[config.mk]
export PLATFORM = sky130hd
export DESIGN_NAME = core2wb_pipe
export DESIGN_NICKNAME = d
export VERILOG_FILES = /design/src/rtl/core2wb_pipe.sv
export SDC_FILE = /design/constraint.sdc
export NUM_CORES = 1
export LEC_CHECK = 0
export CORE_AREA = 2 2 83 85
export CTS_BUF_LIST = sky130_fd_sc_hd__clkbuf_2 sky130_fd_sc_hd__clkbuf_4 sky130_fd_sc_hd__clkbuf_8
export CTS_CLUSTER_DIAMETER = 30
export DETAILED_ROUTE_END_ITERATION = 6
export DIE_AREA = 0 0 85 87
export GPL_ROUTABILITY_DRIVEN = 0
export PLACE_DENSITY = 0.71
export SLEW_MARGIN = 20
export SYNTH_ARGS = -nofsm -noshare
export SYNTH_HDL_FRONTEND = slang
export SYNTH_SLANG_ARGS = --single-unit
[constraint.sdc]
create_clock -name clk -period 3.1 [get_ports clk]
set_input_delay 0.775 -clock clk [delete_from_list [all_inputs] [get_ports clk]]
set_output_delay 0.775 -clock clk [all_outputs]
set_load 0.02 [all_outputs]
[src/rtl/core2wb_pipe.sv]
// core2wb_pipe: Ibex core request port -> pipelined Wishbone B4 master bridge.
// Latency: zero-cycle request issue (comb pass-through), zero-cycle response return.
// Backpressure: core_gnt held low while wb_stall is high or MAX_OUTST transactions are in flight.
//
// Ports
//   clk, rst_n                    clock, synchronous active-low reset
//   core_req/addr/we/be/wdata     core request side (inputs)
//   core_gnt                      request accepted this cycle
//   core_rvalid/err/rdata         core response side
//   wb_cyc/stb/adr/we/sel/dat_o   Wishbone master outputs
//   wb_dat_i/ack/err/stall        Wishbone master inputs
//   outst                         issued-but-unanswered count (debug)
//
// Optional feature macro: CORE2WB_PIPE_TIMEOUT_EN
//   When defined, a watchdog aborts the bus cycle after TIMEOUT_CYCLES cycles in
//   BUSY with no response and returns one error response per outstanding request.
//   When undefined, the block waits indefinitely and TIMEOUT_CYCLES is unused.

module core2wb_pipe #(
  parameter int AW             = 32,
  parameter int DW             = 32,
  parameter int MAX_OUTST      = 2,
  parameter int TIMEOUT_CYCLES = 255,
  localparam int SW            = DW / 8,
  localparam int OW            = $clog2(MAX_OUTST + 1)
) (
  input  logic          clk,
  input  logic          rst_n,
  // core side
  input  logic          core_req,
  input  logic [AW-1:0] core_addr,
  input  logic          core_we,
  input  logic [SW-1:0] core_be,
  input  logic [DW-1:0] core_wdata,
  output logic          core_gnt,
  output logic          core_rvalid,
  output logic          core_err,
  output logic [DW-1:0] core_rdata,
  // wishbone side
  output logic          wb_cyc,
  output logic          wb_stb,
  output logic [AW-1:0] wb_adr,
  output logic          wb_we,
  output logic [SW-1:0] wb_sel,
  output logic [DW-1:0] wb_dat_o,
  input  logic [DW-1:0] wb_dat_i,
  input  logic          wb_ack,
  input  logic          wb_err,
  input  logic          wb_stall,
  // debug
  output logic [OW-1:0] outst
);

  // Elaboration-time parameter sanity checks.
  if ((DW % 8) != 0) begin : g_bad_dw
    $error("core2wb_pipe: DW must be a multiple of 8");
  end
  if (MAX_OUTST < 1 || MAX_OUTST > 15) begin : g_bad_outst
    $error("core2wb_pipe: MAX_OUTST must be in 1..15");
  end
  if (TIMEOUT_CYCLES < 1) begin : g_bad_to
    $error("core2wb_pipe: TIMEOUT_CYCLES must be >= 1");
  end

  localparam logic [OW-1:0] MAX_C = OW'(MAX_OUTST);
  localparam logic [OW-1:0] ONE_C = OW'(1);

  typedef enum logic [1:0] {
    IDLE  = 2'd0,
    BUSY  = 2'd1,
    DRAIN = 2'd2
  } state_t;

  state_t        state_q, state_nxt;
  logic [OW-1:0] outst_q, outst_nxt;
  logic          can_issue;
  logic          resp;
  logic          in_drain;

  // Request fields are a straight pass-through; only stb/cyc are qualified.
  assign wb_adr     = core_addr;
  assign wb_we      = core_we;
  assign wb_sel     = core_be;
  assign wb_dat_o   = core_wdata;
  assign core_rdata = wb_dat_i;
  assign outst      = outst_q;
  assign in_drain   = (state_q == DRAIN);

`ifdef CORE2WB_PIPE_TIMEOUT_EN
  localparam int TW = $clog2(TIMEOUT_CYCLES + 1);
  localparam logic [TW-1:0] TO_LAST = TW'(TIMEOUT_CYCLES - 1);

  logic [TW-1:0] wdog_q;
  logic          wdog_hit;

  // The watchdog only runs while waiting in BUSY; any response restarts it.
  assign wdog_hit = (state_q == BUSY) && !resp && (wdog_q == TO_LAST);

  always_ff @(posedge clk) begin
    if (!rst_n) begin
      wdog_q <= '0;
    end else if (state_q != BUSY || resp) begin
      wdog_q <= '0;
    end else if (wdog_q != TO_LAST) begin
      wdog_q <= wdog_q + TW'(1);
    end
  end
`endif

  // ---------------------------------------------------------------------------
  // State / counter registers
  // ---------------------------------------------------------------------------
  always_ff @(posedge clk) begin
    if (!rst_n) begin
      state_q <= IDLE;
      outst_q <= '0;
    end else begin
      state_q <= state_nxt;
      outst_q <= outst_nxt;
    end
  end

  // ---------------------------------------------------------------------------
  // Next-state logic
  // ---------------------------------------------------------------------------
  always_comb begin
    // Grant and response in the same cycle cancel out.
    outst_nxt = outst_q;
    if (core_gnt && !resp) begin
      outst_nxt = outst_q + ONE_C;
    end else if (!core_gnt && resp) begin
      outst_nxt = outst_q - ONE_C;
    end

    state_nxt = state_q;
    case (state_q)
      IDLE: begin
        if (outst_nxt != '0) state_nxt = BUSY;
      end
      BUSY: begin
        if (outst_nxt == '0) begin
          state_nxt = IDLE;
        end
`ifdef CORE2WB_PIPE_TIMEOUT_EN
        else if (wdog_hit) begin
          state_nxt = DRAIN;
        end
`endif
      end
      DRAIN: begin
        if (outst_nxt == '0) state_nxt = IDLE;
      end
      default: state_nxt = IDLE;
    endcase
  end

  // ---------------------------------------------------------------------------
  // Output logic: everything is qualified by rst_n so the bus and core see an
  // idle interface for the whole time reset is held.
  // ---------------------------------------------------------------------------
  always_comb begin
    // Uses the registered count, so a response this cycle cannot free a slot
    // for an issue in the same cycle.
    can_issue   = (outst_q < MAX_C) && !in_drain;
    wb_stb      = rst_n && core_req && can_issue;
    core_gnt    = wb_stb && !wb_stall;
    wb_cyc      = rst_n && !in_drain && (core_req || (outst_q != '0));

    if (in_drain) begin
      // Bus is abandoned; synthesise one error response per cycle.
      resp      = rst_n && (outst_q != '0);
      core_err  = resp;
    end else begin
      // Spurious ack/err with nothing outstanding is dropped.
      resp      = rst_n && wb_cyc && (wb_ack || wb_err) && (outst_q != '0);
      core_err  = resp && wb_err;
    end
    core_rvalid = resp;
  end

endmodule

==> metrics.txt <==
gr ovfl total=0; CP peak stage delay=0.62 ns; via count=337; Peak Freq=0.336 GHz; hold violation count in the final report=0; CTS Buf Count=3; Num Clock Sinks=2; Max-cap violations=0; Die Y=about 87 um; clk_lat worst skew=between 0.2 and 0.25 ns; hold_sp=outst[1]$_SDFFE_PN0P_; hold buffers post-CTS=0; Worst Hold Slack=around 0.59 ns; clk_skew=between 0.004 and 0.005 ns; CP max-delay cell=clkdlybuf4s50_1; CP Launch Type=primary input; Critical Path AT=~2.2 ns; result of the run=complete, no violations; peak supply drop=roughly 0.00030 V; Initial Util=about 14%; post-route minimum period=a little under 3 ns; Tightest Pin Transition=between 0.2 and 0.3 ns; Final Max Slew Viols=0; Yosys top cell area share=a little over four fifths; max reg flops=2; Rows=30; vias in the first global route=roughly 400; post-DP HPWL=between 1000 and 1500 um; hold crit path type=flop to flop; Static Leakage=between 0.1 and 0.15 nW; largest net degree at the start of global routing=9; # diodes=0; core area=between 0.006 and 0.007 mm2; post-DR vias/cell=~3.0; CP Cell Sequence=clkdlybuf4s50_1 -> o221ai_1 -> inv_1 -> clkdlybuf4s50_1; most frequent cells in the layout=clkdlybuf4s50_1 (11), clkbuf_8 (3), dfxtp_1 (2); element type at the critical path end=output pin; area of the multi-input gates=96.3 um2; PostCTS Resize Cnt=1; Hold Crit Depth=2; setup bufs post-CTS=0; Max H-tree Level=1; Worst-path clk slew=about 0.03 ns; post-synthesis register bit count=2; Cell Area, Synth=898 um2; DR iter-0 viols=2; die width=85 um; area grow syn2layout=-54.6%; Critical Path RT=about 2.3 ns; clk root buf=clkbuf_8; Total GRT Usage=between 4 and 5%; Nets=142; synth warn=0; Area contributors post-synth=buf_4 (84%), dfxtp_1 (4.5%), ha_1 (1.4%); Relative slew margins=82.7%; RSZ-0062 raised after global routing=false; commonest non-fill, non-tap cell in the layout=clkdlybuf4s50_1; I/O pin cnt=roughly 220; Reg-to-Reg End=outst[1]$_SDFFE_PN0P_; flop2flop setup slack=between 1 and 1.5 ns; antenna-violating nets left=0; 1st-pass router iterations=2; wire length per cell=about 16 um; Pwr Density=around 570 mW/mm2; Critical Path Most Common Cell=clkdlybuf4s50_1; filler instances=761; Cells after Synth=117; register area=between 40 and 50 um2; Unique masters post-synth=16; area leader, netlist=buf_4; Critical R2R Launch=outst[1]$_SDFFE_PN0P_; Routed WL=~1800 um; Crit Path Max Fanout=6; fraction of final layout cells sized beyond drive strength 1=between 10% and 20%; Final period util=a little over nine tenths; WHS Endpoint=outst[1]$_SDFFE_PN0P_; CTS tree=yes; die area=between 0.007 and 0.008 mm2; Setup CP Type=primary input to output pin; first-pass GRT wire length=2300 um; Longest Clk Path Bufs=2; initial antenna violation count=0; Worst Reg-to-Reg Cells=5; setup violators final=0; DRC=0; syn_nets=225; total negative slack=0 ns; Syn Area/Cell=between 7 and 8 um2; IO buf count=12; sequential share of the synthesized area=under 10%
## kinds of logic (layout without fill, tap and decap cells)
logic type	count (synthesis)	count (layout)	share of synthesized area, %
buf+inv	102	17	84.8
simple gates	5	5	2.79
flops	2	2	4.46
xor+xnor	2	2	1.95
fa+ha+maj	1	1	1.39
compound gates	5	5	4.60
## worst max-delay path: cells and delay by family
family	cells	cell delay (ns)
AOI/OAI and AO/OA	1	0.17
buffers and inverters	3	1.26
## metal layers
| metal | GRT usage, % | up-vias | part of all wire [%] |
|---|---|---|---|
| li1 | - | 92 | - |
| met1 | 1.47 | 117 | 14 |
| met2 | 6.04 | 78 | 41 |
| met3 | 3.89 | 50 | 26 |
| met4 | 10.7 | 0 | 19 |
| met5 | 0 | - | 0 |
## synthesized netlist by cell type
master	number
nor3_1	1
dfxtp_1	2
o31a_2	1
o21ai_0	1
nor2_1	1
buf_4	101
nand2_1	1
o221ai_1	1
inv_1	1
xnor2_1	1
o211a_1	1
and2_1	1
a21boi_1	1
ha_1	1
xor2_1	1
or3_1	1
## worst max path at each step
stage               startpoint                     to
global route             rst_n            core_rvalid
global placement         rst_n               core_gnt
detailed placement       rst_n               core_gnt
finish                   rst_n            core_rvalid
floorplan                rst_n  outst[1]$_SDFFE_PN0P_
CTS                      rst_n            core_rvalid
## power by group
part	internal [mW]	switching [mW]	total (mW)
clock	0.0824	0.0240	0.106
sequential	0.0321	0.0117	0.0438
combinational	0.0436	0.0373	0.0809
total	0.158	0.0730	0.231
## stage by stage
step	instances	cell area, um2	setup slack, ns	util, %	total power, mW
2_1_floorplan	117	898	0.849	-	0.274
3_3_place_gp	109	368	0.0751	5.60	0.126
3_5_place_dp	109	368	0.000353	5.60	0.126
4_1_cts	112	408	0.109	6.21	0.237
5_1_grt	112	408	0.0447	6.21	0.245
6_report	112	408	0.121	6.21	0.231
## cell type report
type,count,area share (%)
timing repair buffer,13,31.0
inverter,1,0.920
sequential,2,9.82
clock buffer,3,10.1
tap,80,24.5
multi-input combinational,13,23.6
(Power assumes the default switching activity.)
